==> config.mk <==
export PLATFORM = sky130hd
export DESIGN_NAME = peripheral_arbiter_apb4
export DESIGN_NICKNAME = d
export VERILOG_FILES = /design/src/rtl/peripheral_arbiter_apb4.sv
export SDC_FILE = /design/constraint.sdc
export NUM_CORES = 1
export LEC_CHECK = 0
export BUFFER_PORTS_ARGS = -buffer_cell sky130_fd_sc_hd__buf_2
export CORE_ASPECT_RATIO = 1.4
export CORE_MARGIN = 2
export CORE_UTILIZATION = 25
export DETAILED_ROUTE_END_ITERATION = 8
export PLACE_DENSITY = 0.56
export SLEW_MARGIN = 20
export SYNTH_ARGS = -nofsm -noshare
export SYNTH_HDL_FRONTEND = slang
export SYNTH_SLANG_ARGS = --single-unit
==> constraint.sdc <==
create_clock -name PCLK -period 3.9 [get_ports PCLK]
set_input_delay 0.39 -clock PCLK [delete_from_list [all_inputs] [get_ports PCLK]]
set_output_delay 0.39 -clock PCLK [all_outputs]
set_load 0.05 [all_outputs]
==> src/rtl/peripheral_arbiter_apb4.sv <==
`default_nettype none
// ============================================================================
//  Module   : peripheral_arbiter_apb4
//  Purpose  : Round-robin arbiter/sequencer sharing one APB4 master port
//             between NUM_REQ requesters. The winner's command is latched,
//             played out as a SETUP/ACCESS transfer, and the read data and
//             error status are returned with a one-hot, one-cycle ack.
//  Revision : 1.0 - initial release
// ----------------------------------------------------------------------------
//  Ports
//    PCLK, PRESET  : bus clock; asynchronous active-high reset
//    req_valid     : per-requester command pending (held until its ack)
//    req_write     : per-requester direction, 1 = write
//    req_addr      : packed addresses, slice [i*PADDR_SIZE +: PADDR_SIZE]
//    req_wdata     : packed write data, slice [i*PDATA_SIZE +: PDATA_SIZE]
//    req_strb      : packed byte strobes, slice [i*PDATA_SIZE/8 +: PDATA_SIZE/8]
//    req_ack       : one-hot completion pulse, one cycle wide
//    req_rdata     : PRDATA captured on the completing edge
//    req_slverr    : PSLVERR captured on the completing edge
//    PSEL..PSTRB   : APB4 master outputs (all registered)
//    PRDATA, PREADY, PSLVERR : APB4 slave responses
// ============================================================================
module peripheral_arbiter_apb4 #(
    parameter int NUM_REQ    = 3,
    parameter int PADDR_SIZE = 16,
    parameter int PDATA_SIZE = 32
) (
    input  logic                             PCLK,
    input  logic                             PRESET,
    input  logic [NUM_REQ-1:0]               req_valid,
    input  logic [NUM_REQ-1:0]               req_write,
    input  logic [NUM_REQ*PADDR_SIZE-1:0]    req_addr,
    input  logic [NUM_REQ*PDATA_SIZE-1:0]    req_wdata,
    input  logic [NUM_REQ*PDATA_SIZE/8-1:0]  req_strb,
    output logic [NUM_REQ-1:0]               req_ack,
    output logic [PDATA_SIZE-1:0]            req_rdata,
    output logic                             req_slverr,
    output logic                             PSEL,
    output logic                             PENABLE,
    output logic [PADDR_SIZE-1:0]            PADDR,
    output logic                             PWRITE,
    output logic [PDATA_SIZE-1:0]            PWDATA,
    output logic [PDATA_SIZE/8-1:0]          PSTRB,
    input  logic [PDATA_SIZE-1:0]            PRDATA,
    input  logic                             PREADY,
    input  logic                             PSLVERR
);

    localparam int c_GW = (NUM_REQ > 1) ? $clog2(NUM_REQ) : 1;
    localparam int c_SW = PDATA_SIZE / 8;

    // Index arithmetic is one bit wider than a grant index so that
    // last+1 and start+offset can exceed NUM_REQ-1 before wrapping.
    localparam logic [c_GW:0]        c_NUM     = (c_GW+1)'(NUM_REQ);
    localparam logic [c_GW:0]        c_ONE_W   = (c_GW+1)'(1);
    localparam logic [c_GW-1:0]      c_LAST_RST = c_GW'(NUM_REQ - 1);
    localparam logic [NUM_REQ-1:0]   c_ACK_ONE = NUM_REQ'(1);

    localparam logic [1:0] c_IDLE   = 2'd0;
    localparam logic [1:0] c_SETUP  = 2'd1;
    localparam logic [1:0] c_ACCESS = 2'd2;
    localparam logic [1:0] c_DONE   = 2'd3;

    logic [1:0]          r_state;
    logic [c_GW-1:0]     r_grant;
    logic [c_GW-1:0]     r_last;

    // Per-requester views of the packed command buses.
    logic [PADDR_SIZE-1:0] w_addr  [NUM_REQ];
    logic [PDATA_SIZE-1:0] w_wdata [NUM_REQ];
    logic [c_SW-1:0]       w_strb  [NUM_REQ];

    for (genvar i = 0; i < NUM_REQ; i++) begin : g_unpack
        assign w_addr[i]  = req_addr[i*PADDR_SIZE +: PADDR_SIZE];
        assign w_wdata[i] = req_wdata[i*PDATA_SIZE +: PDATA_SIZE];
        assign w_strb[i]  = req_strb[i*c_SW +: c_SW];
    end

    // ------------------------------------------------------------------
    // Rotating-priority pick. The valid vector is doubled and a window of
    // NUM_REQ bits starting at last+1 is taken, so bit 0 of the window is
    // the highest-priority requester. The lowest set bit of the window is
    // the offset from last+1 to the winner.
    // ------------------------------------------------------------------
    logic [2*NUM_REQ-1:0] w_dbl;
    logic [NUM_REQ-1:0]   w_rot;
    logic [c_GW:0]        w_start;
    logic [c_GW:0]        w_off;
    logic [c_GW:0]        w_sum;
    logic [c_GW-1:0]      w_sel;
    logic                 w_found;

    always_comb begin
        w_start = {1'b0, r_last} + c_ONE_W;
        if (w_start == c_NUM) begin
            w_start = '0;
        end
        w_dbl   = {req_valid, req_valid};
        w_rot   = w_dbl[w_start +: NUM_REQ];
        w_found = |w_rot;
        w_off   = '0;
        for (int j = NUM_REQ - 1; j >= 0; j--) begin
            if (w_rot[j]) begin
                w_off = (c_GW+1)'(j);
            end
        end
        w_sum = w_start + w_off;
        if (w_sum >= c_NUM) begin
            w_sum = w_sum - c_NUM;
        end
        w_sel = w_sum[c_GW-1:0];
    end

    // ------------------------------------------------------------------
    // Transfer sequencer. Every output is a flop; address/data/strobe
    // flops are only loaded in IDLE so they hold between transfers.
    // ------------------------------------------------------------------
    always_ff @(posedge PCLK or posedge PRESET) begin
        if (PRESET) begin
            r_state    <= c_IDLE;
            r_grant    <= '0;
            r_last     <= c_LAST_RST;
            PSEL       <= 1'b0;
            PENABLE    <= 1'b0;
            PWRITE     <= 1'b0;
            PADDR      <= '0;
            PWDATA     <= '0;
            PSTRB      <= '0;
            req_ack    <= '0;
            req_rdata  <= '0;
            req_slverr <= 1'b0;
        end else begin
            case (r_state)
                c_IDLE: begin
                    if (w_found) begin
                        r_grant <= w_sel;
                        PADDR   <= w_addr[w_sel];
                        PWRITE  <= req_write[w_sel];
                        // Reads drive zero data and zero strobes.
                        PWDATA  <= req_write[w_sel] ? w_wdata[w_sel] : '0;
                        PSTRB   <= req_write[w_sel] ? w_strb[w_sel]  : '0;
                        PSEL    <= 1'b1;
                        r_state <= c_SETUP;
                    end
                end
                c_SETUP: begin
                    PENABLE <= 1'b1;
                    r_state <= c_ACCESS;
                end
                c_ACCESS: begin
                    // PSLVERR and PRDATA are only meaningful with PREADY.
                    if (PREADY) begin
                        req_rdata  <= PRDATA;
                        req_slverr <= PSLVERR;
                        PSEL       <= 1'b0;
                        PENABLE    <= 1'b0;
                        req_ack    <= c_ACK_ONE << r_grant;
                        r_last     <= r_grant;
                        r_state    <= c_DONE;
                    end
                end
                c_DONE: begin
                    // req_valid is ignored here so the served requester
                    // has a cycle to drop its request.
                    req_ack <= '0;
                    r_state <= c_IDLE;
                end
                default: begin
                    r_state <= c_IDLE;
                end
            endcase
        end
    end

endmodule
`default_nettype wire

Word-level counts from Yosys, hierarchy flattened
Cells that the tools add are included.

cells by class
  $add $sub $neg = 3
  order comparisons = 3
  eq/ne operators = 6
  shift-type cells = 2
  muxes and demuxes = 27
  bitwise gates (word level) = 1
  reduce and logical (&&, ||, !) cells = 11

operator list
  kind                                                                           count
  32-bit 2-to-1 mux                                                              3
  32-bit binary-select mux with 2-bit select                                     1
  16-bit binary-select mux with 2-bit select                                     1
  16-bit 2-to-1 mux                                                              2
  3-bit 2-to-1 mux                                                               4
  4-bit 2-to-1 mux                                                               3
  2-bit AND reduction                                                            5
  4-bit binary-select mux with 2-bit select                                      1
  2-bit 2-to-1 mux                                                               4
  2-bit one-hot mux with 4 select lines                                          1
  3-bit one-hot mux with 2 select lines                                          1
  2-bit nonzero test                                                             3
  6-bit by 4-bit variable part select with 3-bit output                          1
  2-bit == test (second input constant)                                          2
  2-bit inequality test (second input constant)                                  2
  1-bit one-hot mux with 2 select lines                                          2
  2-bit by 1-bit adder with 3-bit output (second input constant)                 1
  3-bit adder                                                                    1
  3-bit by 2-bit == test with 1-bit output (second input constant)               1
  3-bit by 2-bit >= comparator with 1-bit output (second input constant)         1
  3-bit >= comparator (second input constant)                                    1
  2-bit by 3-bit less-than comparator with 1-bit output (second input constant)  1
  1-bit 2-to-1 mux                                                               3
  2-bit inverter with 3-bit output                                               1
  other kinds (7)                                                                7

storage, ports and cells
  flip-flop bits (word level) = 97
  input bits = 198
  word-level logic and storage cells = 65

Longest topological paths before layout
Gate-level depths: netlist of run 1.

  word-level depth = 15
  mapped depth = 16
  depth with buffers taken out = 14

Worst setup path after synthesis of run 1
No wires, ideal clock.

  kind = register to register
  from = register r_last[1]
  to = register PWDATA[18]
  library setup time = 0.134 ns
  arrival time = 3.248 ns
  data required time = 3.766 ns
  setup slack = 0.518 ns
  stages on the path, launching flop included = 16
  path buffers = 2
  clock period less this slack = 3.382 ns
  cells stage by stage = dfstp_2 -> buf_6 -> or3b_2 -> o21ai_0 -> nand2_1 -> o21ai_0 -> ha_1 -> inv_1 -> fa_1 -> inv_1 -> ha_1 -> mux2i_1 -> o22ai_1 -> a211oi_4 -> buf_6 -> a211oi_2

on the way
  word-level cells in the longest chain between the ends = 15

RTL lines
  element                                                                             line      text
  start, declared                                                                     66        logic [c_GW-1:0] r_last;
  start signal, assigned                                                              122       r_last <= c_LAST_RST;
  start signal, assigned                                                              158       r_last <= r_grant;
  2-bit by 1-bit adder with 3-bit output (*)                                          94        w_start = {1'b0, r_last} + c_ONE_W;
  3-bit by 2-bit == test with 1-bit output                                            95        if (w_start == c_NUM) begin
  3-bit 2-to-1 mux (*)                                                                95
  6-bit by 4-bit variable part select with 3-bit output                               99        w_rot = w_dbl[w_start +: NUM_REQ];
  2-bit 2-to-1 mux                                                                    103       if (w_rot[j]) begin
  3-bit 2-to-1 mux (2 in series)                                                      103
  3-bit adder                                                                         107       w_sum = w_start + w_off;
  3-bit by 2-bit >= comparator with 1-bit output or 2-bit subtractor (tied branches)  108, 109
  2-bit 2-to-1 mux                                                                    108       if (w_sum >= c_NUM) begin
  2-bit inverter with 3-bit output (implied by the code)                              140       PWDATA <= req_write[w_sel] ? w_wdata[w_sel] : '0;
  32-bit binary-select mux with 2-bit select                                          140
  32-bit 2-to-1 mux (implied by the code) (2 in series)                               140
  32-bit 2-to-1 mux                                                                   140
  end signal, assigned                                                                140
  end, declared                                                                       42        output logic [PDATA_SIZE-1:0] PWDATA,

Mark *: on every way between the ends. The rest lies on a longest branch, timed or not. The select of a mux whose other input is x is not followed.
A chain may end at the register's enable or synchronous reset.

Worst setup path in the final report of run 1
  from = register r_last[1]
  to = register PSTRB[0]

on the way
  word-level cells in the longest chain between the ends = 15

RTL lines
  element                                                                             line      text
  2-bit by 1-bit adder with 3-bit output (*)                                          94
  3-bit by 2-bit == test with 1-bit output                                            95
  3-bit 2-to-1 mux (*)                                                                95
  6-bit by 4-bit variable part select with 3-bit output                               99
  2-bit 2-to-1 mux                                                                    103
  3-bit 2-to-1 mux (2 in series)                                                      103
  3-bit adder                                                                         107
  3-bit by 2-bit >= comparator with 1-bit output or 2-bit subtractor (tied branches)  108, 109
  2-bit 2-to-1 mux                                                                    108
  2-bit inverter with 3-bit output (implied by the code)                              141       PSTRB <= req_write[w_sel] ? w_strb[w_sel] : '0;
  4-bit binary-select mux with 2-bit select                                           141
  4-bit 2-to-1 mux (implied by the code) (2 in series)                                141
  4-bit 2-to-1 mux                                                                    141
  end signal, assigned                                                                141
  end, declared                                                                       43        output logic [PDATA_SIZE/8-1:0] PSTRB,

Marked as above.

==> results by group, run 1 <==
Synth
  • Number of synthesis warnings: 0
  • Synth unique cells: 41
  • EDFF count, synth: 0
  • Synthesized net count: 666
  • Syn_area_per_cell: 10.8 µm²
  • Commonest register cell after synthesis: dfrtp_1
  • Post-synthesis instance total: 461
  • Synth Register Bits: 97
  • Post-synth ARST share: 100%
  • Register area share after synthesis: 48.7%
  • Synth Cell Area: 4980 µm²

Routing
  • Initial drt markers: 129
  • Per-cell routed wire length: 16.4 µm
  • Drt drc: 0
  • DR vias: 4711
  • Vias per cell: 4.74
  • Drt pass-1 iters: 4
  • WL final: 16.3 mm
  • Final ANT Viol Nets: 0

STA
  • Tmin final: 3.62 ns
  • Final Hold Fails: 0
  • Max Fclk: 0.276 GHz
  • Slew Limit Headroom: 49.9%
  • Skew final: 0.00665 ns
  • RSZ-0062 raised after global routing: false
  • Slew Limit Fails: 0
  • Period utilisation layout: 92.8%
  • Slew of the pin with the lowest slew margin: 0.749 ns
  • Setup TNS: 0 ns
  • Count of final setup violators: 0

Critical path
  • R2R Setup Slk: 0.28 ns
  • Crit. path cell count: 15
  • CP endpoint kind: register
  • Crit Path Class: register to register
  • Reg2reg path depth: 15
  • Worst Path Required: 4.15 ns
  • Critical Path Start Type: register
  • CP max stage cell: fa_1
  • Critical path, cell by cell: or3b_2, o21ai_0, nand2_1, o21ai_0, ha_1, inv_1, fa_1, inv_1, ha_1, nand2b_1, nand2_1, mux2i_4, buf_12, a221oi_1, a211oi_1
  • CP peak stage delay: 0.57 ns
  • Crit path buf inv count: 3
  • Critical path peak fanout: 32
  • CP top delay family: adder cells
  • Arr. time, crit path: 3.87 ns

Clock network
  • CTS tree: yes
  • Resize count post-CTS: 0
  • Sink Count: 97
  • Worst-path clk slew: 0.08 ns
  • H-tree levels: 3
  • Latest clock arrival within the worst-skew pair: 0.36 ns
  • CTS root buf: clkbuf_16
  • Max clock buf depth: 2
  • Post CTS Setup Buffer Count: 0
  • # hold bufs at CTS: 0
  • Total CTS buffers: 9

Die
  • Die height: 171 µm
  • Die area: 21100 µm²
  • Starting Density: 25.3%
  • Core Area: 19700 µm²
  • Die W: 123 µm
  • IO Pins: 289
  • Rows: 61

Global routing
  • Gr ovfl total: 0
  • Largest net degree at the start of global routing: 52
  • Gr usage total: 15.3%
  • Number of global-route vias before repair: 4720
  • Initial antenna violation count: 0
  • First-pass GRT wire length: 24.7 mm

Run status
  • Status: completed

Placement
  • DPL Wire Length: 12.0 mm
  • Routability Congestion: 0.764
  • IO Port Bufs: 288

Min path
  • Worst min path class: primary input to asynchronous set/reset pin

Flow run
  • Max cap viols: 0

Final layout
  • Layout area overhead: 40.7%
  • Fin nets: 942
  • Ant diodes: 0
  • Share of cells above drive strength 1: 52.0%
sequential cells by signal, summed over array words and instances, names as in the netlist:
name and count:
PWDATA 32, req_rdata 32, PADDR 16, PSTRB 4, req_ack 3, r_grant 2, r_last 2, r_state 2
PENABLE 1, PSEL 1, PWRITE 1, req_slverr 1
logic make-up (layout without fill, tap and decap cells):
logic type / Yosys count / count (layout) / share of synthesized area [%]
adders and majority gates: 7 / 7 / 1.91
AOI/OAI and AO/OA: 123 / 123 / 21.4
and+or+nand+nor: 142 / 142 / 11.6
muxes: 47 / 47 / 11.1
buffers and inverters: 45 / 326 / 5.22
DFF: 97 / 97 / 48.7
metal layers:
| layer | global-route usage, % | vias up | part of all wire, % |
|---|---|---|---|
| li1 | - | 2241 | - |
| met1 | 18.2 | 2282 | 41 |
| met2 | 26.9 | 169 | 51 |
| met3 | 3.23 | 19 | 6.3 |
| met4 | 5.48 | 0 | 1.7 |
| met5 | 0 | - | 0 |
worst paths after layout:
| check | startpoint | end |
|---|---|---|
| max in group asynchronous | PRESET | PSTRB[3]$_DFFE_PP0P_ |
| min in group PCLK | PRDATA[1] | req_rdata[1]$_DFFE_PP0P_ |
| worst min-delay path | PRESET | req_rdata[5]$_DFFE_PP0P_ |
| worst min register to register | req_ack[1]$_DFFE_PP0P_ | req_ack[1]$_DFFE_PP0P_ |
| worst max-delay path | r_last[1]$_DFFE_PP1P_ | PSTRB[0]$_DFFE_PP0P_ |
| worst max register to register | r_last[1]$_DFFE_PP1P_ | PSTRB[0]$_DFFE_PP0P_ |
through the flow:
stage	cells	hold WS, ns	util (%)	area [µm²]	setup slack, ns
after floorplan	461	0.482	-	4980	0.518
after global placement	978	0.469	34.0	6700	0.254
after detailed placement	978	0.478	34.0	6700	0.200
after CTS	994	0.135	35.6	7010	0.274
after global routing	994	0.170	35.6	7010	0.00935
final	994	0.114	35.6	7010	0.282
cell type report:
cell class	instances	area (µm²)
fill	2086	12700
clock inverter	7	92.6
sequential	97	2430
timing repair buffer	300	1610
clock buffer	9	225
tap	252	315
multi-input combinational	319	2310
inverter	10	40.0
layout by cell type, fill, tap and decap left out, drive strengths merged:
| master | instances |
|---|---|
| a211oi | 38 |
| a21bo | 1 |
| a21boi | 2 |
| a21oi | 13 |
| a221oi | 46 |
| a22o | 1 |
| a22oi | 1 |
| and3b | 1 |
| buf | 300 |
| bufinv | 1 |
| clkbuf | 9 |
| clkinv | 1 |
| dfrtp | 96 |
| dfstp | 1 |
| fa | 1 |
| ha | 6 |
| inv | 15 |
| mux2 | 36 |
| mux2i | 11 |
| nand2 | 71 |
| nand2b | 3 |
| nand3 | 7 |
| nor2 | 53 |
| nor2b | 3 |
| nor3 | 1 |
| nor3b | 1 |
| o211ai | 8 |
| o21ai | 7 |
| o21bai | 1 |
| o22a | 1 |
| o22ai | 2 |
| o41ai | 2 |
| or2b | 1 |
| or3b | 1 |
synth_stat cells, types with 2 or more instances:
master / n / area [µm²]
mux2i_4: 3 / 67.6
inv_1: 10 / 37.5
nand3_1: 7 / 35.0
ha_1: 6 / 75.1
nor2_1: 53 / 199
a211oi_1: 17 / 128
a21oi_1: 13 / 65.1
clkbuf_1: 9 / 33.8
nor2b_1: 3 / 18.8
buf_4: 4 / 30.0
mux2_2: 36 / 405
nand2_1: 71 / 267
mux2i_1: 8 / 80.1
o22ai_1: 2 / 12.5
a211oi_2: 20 / 250
buf_2: 13 / 65.1
o21ai_0: 6 / 30.0
nand2b_1: 3 / 18.8
a221oi_1: 46 / 403
buf_6: 8 / 90.1
o211ai_1: 7 / 52.6
o41ai_1: 2 / 17.5
dfrtp_1: 96 / 2400
Power of run 1 is left out: the tool's default activity adds up to more than one toggle a clock period on the data nets, which glitch-free logic cannot reach.
==> run 2: changes to the inputs <==
--- a/config.mk
+++ b/config.mk
@@ -5,12 +5,14 @@
 export SDC_FILE = /design/constraint.sdc
 export NUM_CORES = 1
 export LEC_CHECK = 0
+export ABC_AREA = 1
 export BUFFER_PORTS_ARGS = -buffer_cell sky130_fd_sc_hd__buf_2
 export CORE_ASPECT_RATIO = 1.4
 export CORE_MARGIN = 2
 export CORE_UTILIZATION = 25
+export CTS_CLUSTER_SIZE = 28
 export DETAILED_ROUTE_END_ITERATION = 8
-export PLACE_DENSITY = 0.56
+export PLACE_DENSITY = 0.54
 export SLEW_MARGIN = 20
 export SYNTH_ARGS = -nofsm -noshare
 export SYNTH_HDL_FRONTEND = slang
==> results by group, run 2 <==
Run status
  • Status: completed

Die
  • Core Area: 22700 µm² (+15%)
  • Die height: 184 µm (+7.7%)
  • IO Pins: 289 (unchanged)
  • Rows: 65 (+6.6%)
  • Die area: 24400 µm² (+16%)
  • Die W: 133 µm (+7.6%)
  • Starting Density: 25.6% (+0.24 points)

Final layout
  • Biggest regs: PWDATA: 32 flops, req_rdata: 32 flops, PADDR: 16 flops
  • Layout area overhead: 35.3%
  • Commonest non-fill, non-tap cell in the layout: nand2_1
  • FF+latch area: 2430 µm² (unchanged)
  • Area occupied by multi-input gates: 2670 µm² (+16%)
  • Fin nets: 1339 (+42%)
  • Share of cells above drive strength 1: 30.5% (-22 points)
  • Fill cells: 2512 (+20%)
  • Most frequent cells in the layout: nand2_1 (325), buf_2 (288), nand3_1 (203), inv_1 (107), dfrtp_1 (96)
  • Post-route insts no fill: 1441 (+45%)

Routing
  • WL final: 20.7 mm (+27%)
  • Final ANT Viol Nets: 0 (unchanged)
  • Drt drc: 0 (unchanged)
  • DR vias: 6463 (+37%)
  • Vias per cell: 4.49 (-5.4%)
  • Drt pass-1 iters: 5 (+1)
  • Initial drt markers: 246 (+91%)
  • Per-cell routed wire length: 14.3 µm (-12%)

Placement
  • DPL Wire Length: 15.5 mm (+30%)
  • IO Port Bufs: 288 (unchanged)
  • Post-Place Worst Slack: 0.219 ns (+0.0193 ns)
  • Dpl cells: 1422 (+45%)
  • Routability Congestion: 0.824 (+7.9%)

Global routing
  • Gr usage total: 16.7% (+1.4 points)
  • Gr ovfl total: 0 (unchanged)
  • Number of global-route vias before repair: 6444 (+37%)
  • Initial antenna violation count: 1 (+1)
  • Largest net degree at the start of global routing: 58 (+12%)
  • First-pass GRT wire length: 32.6 mm (+32%)

Synth
  • Most frequent cell after synthesis: nand2_1
  • Register area share after synthesis: 41.9% (-6.8 points)
  • Top cell type's share of synthesized area: 41.4% (-6.8 points)
  • Post-synthesis instance total: 861 (+87%)
  • Number of synthesis warnings: 0 (unchanged)
  • Synth unique cells: 28 (-32%)
  • Commonest register cell after synthesis: dfrtp_1
  • Largest cells by area after synthesis: dfrtp_1 (41%), nand2_1 (21%), nand3_1 (18%)
  • Commonest cells in the netlist: nand2_1 (327), nand3_1 (203), inv_1 (108)
  • Synth Cell Area: 5800 µm² (+16%)
  • Syn_area_per_cell: 6.74 µm² (-38%)
  • Area leader, netlist: dfrtp_1
  • Synth Register Bits: 97 (unchanged)
  • Synthesized net count: 1066 (+60%)
  • Post-synth ARST share: 100% (unchanged)
  • EDFF count, synth: 0 (unchanged)

Clock network
  • Latest clock arrival within the worst-skew pair: 0.35 ns (about the same)
  • H-tree levels: 3 (unchanged)
  • Total CTS buffers: 9 (unchanged)
  • Sink Count: 97 (unchanged)
  • CTS tree: yes
  • CTS root buf: clkbuf_16
  • Max clock buf depth: 2 (unchanged)
  • # hold bufs at CTS: 0 (unchanged)
  • Worst-path clk slew: 0.08 ns (about the same)

Critical path
  • Crit Path Class: register to register
  • Arr. time, crit path: 3.84 ns (-0.03 ns)
  • Critical path, cell by cell: inv_2, nand2_1, nand2_1, nand2_1, nand3_1, a31oi_1, ha_1, inv_1, fa_1, inv_1, ha_1, a21oi_2, nand2_2, nand2_1, buf_4, nand3_1, nand3_2, nand2_4, buf_4, nand3_1, nand2_1
  • CP endpoint kind: register
  • Crit path buf inv count: 5 (+2)
  • Critical Path Start Type: register
  • CP peak stage delay: 0.61 ns (+0.04 ns)
  • Worst Path Required: 4.14 ns (about the same)
  • CP max stage cell: dfstp_2
  • Critical path peak fanout: 21 (-34%)
  • CP most frequent cell: nand2_1
  • CP top delay family: simple AND/OR/NAND/NOR gates

STA
  • RSZ-0062 raised after global routing: true
  • Final Hold Fails: 0 (unchanged)
  • Slew Limit Fails: 0 (unchanged)
  • Period utilisation layout: 92.3% (-0.42 points)
  • Setup TNS: 0 ns (unchanged)
  • Count of final setup violators: 0 (unchanged)
  • Slew Limit Headroom: 36.6% (-13 points)
  • Tmin final: 3.60 ns (-0.0163 ns)
  • Skew final: 0.0116 ns (+0.00494 ns)
  • Slew of the pin with the lowest slew margin: 0.945 ns (+0.196 ns)
  • Max Fclk: 0.278 GHz (+0.45%)
  • Hold Worst Slack: 0.169 ns (+0.0549 ns)
  • Setup slack after layout: 0.299 ns (+0.0163 ns)

Min path
  • Worst min path class: primary input to asynchronous set/reset pin

Flow run
  • Max cap viols: 0 (unchanged)
-- run 2: cell count changes after synthesis, sizes merged, moves of 11 or more --
cell | previous run | this run
buf | 26 | 44
nand3 | 7 | 204
mux2i | 11 | 0
nor2 | 53 | 22
a221oi | 46 | 0
nand2 | 71 | 331
mux2 | 36 | 0
o21ai | 7 | 25
inv | 10 | 111
a211oi | 38 | 0
-- run 2: worst register-to-register path, stage by stage (launching register included) --
cell and delay, ns:
dfstp_2 0.61, inv_2 0.07, nand2_1 0.08, nand2_1 0.05, nand2_1 0.05, nand3_1 0.08, a31oi_1 0.15, ha_1 0.16
inv_1 0.04, fa_1 0.48, inv_1 0.10, ha_1 0.22, a21oi_2 0.16, nand2_2 0.13, nand2_1 0.14, buf_4 0.28
nand3_1 0.13, nand3_2 0.10, nand2_4 0.13, buf_4 0.20, nand3_1 0.07, nand2_1 0.06
-- run 2: final timing paths --
check | startpoint | endpoint | slack (ns) | depth (start not counted)
max | r_last[1]$_DFFE_PP1P_ | PSTRB[2]$_DFFE_PP0P_ | 0.30 | 21
min reg2reg | PWDATA[14]$_DFFE_PP0P_ | PWDATA[14]$_DFFE_PP0P_ | 0.48 | 2
min in group PCLK | PRDATA[1] | req_rdata[1]$_DFFE_PP0P_ | 0.22 | 3
max reg2reg | r_last[1]$_DFFE_PP1P_ | PSTRB[2]$_DFFE_PP0P_ | 0.30 | 21
min | PRESET | req_rdata[15]$_DFFE_PP0P_ | 0.17 | 2
max in group asynchronous | PRESET | PWDATA[16]$_DFFE_PP0P_ | 2.94 | 3
-- run 2: what timing repair did --
action / in CTS / in global routing
gates resized for setup: 0 / 0
setup buffers: 0 / 2
endpoints found under the setup margin: 0 / 35
-- run 2: final cells by class --
class                      count  area share, %
clock buffer                  10           2.92
inverter                     112           5.39
antenna                        1         0.0319
tap                          301           4.80
timing repair buffer         315           21.3
sequential                    97           30.9
multi-input combinational    599           34.0
clock inverter                 6          0.670
-- run 2: cells by family (layout without fill, tap and decap cells) --
| logic type | after synthesis | count (layout) | synth area share (%) |
|---|---|---|---|
| compound gates | 32 | 32 | 3.09 |
| fa+ha+maj | 7 | 7 | 1.64 |
| buf+inv | 165 | 443 | 12.2 |
| flops | 97 | 97 | 41.9 |
| other cells | 0 | 1 | 0 |
| simple gates | 560 | 560 | 41.2 |
-- run 2: stage by stage --
| stage | utilization, % | cell area (µm²) |
|---|---|---|
| finish | 34.6 | 7850 |
| CTS | 34.5 | 7820 |
| detailed placement | 33.2 | 7540 |
| global route | 34.6 | 7850 |
| floorplan | - | 5800 |
| global placement | 33.2 | 7540 |
-- run 2: per-layer routing --
| layer | track usage, % | vias up | routed length, µm |
|---|---|---|---|
| met5 | 0 | - | 0 |
| met4 | 6.58 | 0 | 493 |
| met3 | 3.74 | 29 | 1490 |
| met2 | 29.5 | 275 | 10200 |
| met1 | 19.7 | 2938 | 8510 |
| li1 | - | 3221 | - |
Power of run 2 is left out for the same reason.
==> run 3: changes to the inputs <==
--- a/config.mk
+++ b/config.mk
@@ -12,6 +12,7 @@
 export CORE_UTILIZATION = 25
 export CTS_CLUSTER_SIZE = 28
 export DETAILED_ROUTE_END_ITERATION = 8
+export GPL_TIMING_DRIVEN = 0
 export PLACE_DENSITY = 0.54
 export SLEW_MARGIN = 20
 export SYNTH_ARGS = -nofsm -noshare
==> results by group, run 3 (synthesis gave the netlist of run 2 again) <==
STA
  • RSZ-0062 raised after global routing: true
  • Tmin final: 3.60 ns (+0.00158 ns)
  • Count of final setup violators: 0 (unchanged)
  • Slew Limit Fails: 0 (unchanged)
  • Skew final: 0.00637 ns (-0.00523 ns)
  • Final Hold Fails: 0 (unchanged)
  • Max Fclk: 0.278 GHz (about the same)
  • Period utilisation layout: 92.4% (about the same)
  • Slew of the pin with the lowest slew margin: 0.626 ns (-0.319 ns)
  • Hold Worst Slack: 0.0403 ns (-0.128 ns)
  • Slew Limit Headroom: 57.8% (+21 points)

Critical path
  • CP max stage cell: dfstp_2
  • Critical Path Start Type: register
  • CP most frequent cell: nand2_1
  • R2R Setup Slk: 0.30 ns (about the same)
  • Reg2reg path depth: 21 (unchanged)
  • Crit path buf inv count: 6 (+1)
  • Critical path peak fanout: 10 (-52%)
  • Crit. path cell count: 21 (unchanged)
  • Worst Path Required: 4.20 ns (+0.06 ns)
  • Critical path, cell by cell: buf_6, inv_2, nand2_1, nand2_1, nand2_1, nand3_1, a31oi_1, ha_1, inv_1, fa_1, inv_1, ha_1, a21oi_2, nand2_2, o21ai_4, clkbuf_4, buf_2, nand3_1, nand2_1, nand3_1, nand2_1
  • CP top delay family: adder cells
  • CP peak stage delay: 0.53 ns (-0.08 ns)
  • Crit Path Class: register to register
  • CP endpoint kind: register
  • Arr. time, crit path: 3.90 ns (+0.06 ns)

Final layout
  • Most frequent cells in the layout: nand2_1 (327), buf_2 (323), nand3_1 (203), inv_1 (107), dfrtp_1 (96)
  • Layout area overhead: 37.4%
  • Core Util, Final: 35.1% (+0.54 points)
  • Fin nets: 1369 (+2.2%)
  • Share of cells above drive strength 1: 31.3% (+0.84 points)
  • Ant diodes: 0 (-1)
  • Post-route insts no fill: 1470 (+2.0%)
  • Biggest regs: PWDATA: 32 flops, req_rdata: 32 flops, PADDR: 16 flops
  • Fill cells: 2484 (-1.1%)
  • Commonest non-fill, non-tap cell in the layout: nand2_1

Placement
  • Dpl cells: 1451 (+2.0%)
  • DPL Wire Length: 16.7 mm (+8.0%)
  • IO Port Bufs: 288 (unchanged)
  • Routability Congestion: 0.818 (-0.79%)

Clock network
  • CTS root buf: clkbuf_16
  • # hold bufs at CTS: 0 (unchanged)
  • Worst-path clk slew: 0.08 ns (about the same)
  • Latest clock arrival within the worst-skew pair: 0.35 ns (about the same)
  • Max clock buf depth: 2 (unchanged)
  • Sink Count: 97 (unchanged)
  • CTS tree: yes
  • H-tree levels: 3 (unchanged)
  • Total CTS buffers: 9 (unchanged)

Routing
  • Met1 Wirelength: 8.85 mm (+4.0%)
  • Drt pass-1 iters: 5 (unchanged)
  • Per-cell routed wire length: 14.7 µm (+2.3%)
  • WL final: 21.6 mm (+4.3%)
  • DR vias: 6436 (-0.42%)
  • Drt drc: 0 (unchanged)
  • Routed wl met3: 1.46 mm (-1.8%)
  • DR top layer: met5
  • Vias per cell: 4.38 (-2.4%)
  • DR WL met2: 11.0 mm (+8.0%)
  • Final ANT Viol Nets: 0 (unchanged)
  • Initial drt markers: 306 (+24%)

Die
  • IO Pins: 289 (unchanged)
  • Die area: 24400 µm² (unchanged)
  • Starting Density: 25.6% (unchanged)
  • Core Area: 22700 µm² (unchanged)
  • Die height: 184 µm (unchanged)
  • Rows: 65 (unchanged)
  • Die W: 133 µm (unchanged)

Global routing
  • Largest net degree at the start of global routing: 56 (-3.4%)
  • Gr usage total: 17.2% (+0.48 points)
  • Gr ovfl total: 0 (unchanged)
  • Number of global-route vias before repair: 6210 (-3.6%)
  • First-pass GRT wire length: 32.9 mm (+1.1%)
  • Initial antenna violation count: 1 (unchanged)

Flow run
  • Max cap viols: 0 (unchanged)

Min path
  • Worst min path class: primary input to asynchronous set/reset pin

Run status
  • Status: completed
## run 3: timing repair
item / CTS / global route
setup endpoints to repair: 0 / 19
resized for setup: 0 / 3
buffers inserted: 0 / 3
## run 3: area by class of cell
cell class | count | area [µm²] | area share [%]
Buffer | 53 | 292 | 3.66
Clock buffer | 9 | 225 | 2.83
Clock inverter | 7 | 62.6 | 0.785
Inverter | 112 | 428 | 5.37
Multi-Input combinational cell | 599 | 2670 | 33.5
Sequential cell | 97 | 2430 | 30.5
Tap cell | 301 | 377 | 4.73
Timing Repair Buffer | 292 | 1490 | 18.7
## run 3: stage by stage
| step | setup slack [ns] | TNS [ns] | instance area, µm² |
|---|---|---|---|
| after floorplan | 0.785 | 0 | 5800 |
| after global placement | -0.433 | -40.36 | 7620 |
| after detailed placement | 0.197 | 0 | 7650 |
| after CTS | 0.190 | 0 | 7940 |
| after global routing | -0.0122 | -0.0122 | 7970 |
| final | 0.297 | 0 | 7970 |
## run 3: metal layers
layer	GRT usage (%)	vias to the layer above
met5	0	-
met4	4.26	2
met3	4.21	16
met2	31.3	237
met1	20.2	2891
li1	-	3290
## run 3: final timing paths
path | start | to
max reg2reg | r_last[1]$_DFFE_PP1P_ | PWDATA[20]$_DFFE_PP0P_
min reg2reg | PWDATA[28]$_DFFE_PP0P_ | PWDATA[28]$_DFFE_PP0P_
max | r_last[1]$_DFFE_PP1P_ | PWDATA[20]$_DFFE_PP0P_
min | PRESET | req_rdata[21]$_DFFE_PP0P_
min in group PCLK | PRDATA[21] | req_rdata[21]$_DFFE_PP0P_
max in group asynchronous | PRESET | r_last[1]$_DFFE_PP1P_
## run 3: worst reg2reg max path: stages (launching register included)
cell	delay, ns
dfstp_2	0.53
buf_6	0.12
inv_2	0.06
nand2_1	0.07
nand2_1	0.05
nand2_1	0.05
nand3_1	0.09
a31oi_1	0.16
ha_1	0.16
inv_1	0.05
fa_1	0.47
inv_1	0.10
ha_1	0.22
a21oi_2	0.17
nand2_2	0.13
o21ai_4	0.25
clkbuf_4	0.26
buf_2	0.26
nand3_1	0.11
nand2_1	0.10
nand3_1	0.09
nand2_1	0.06
Power of run 3 is left out for the same reason.
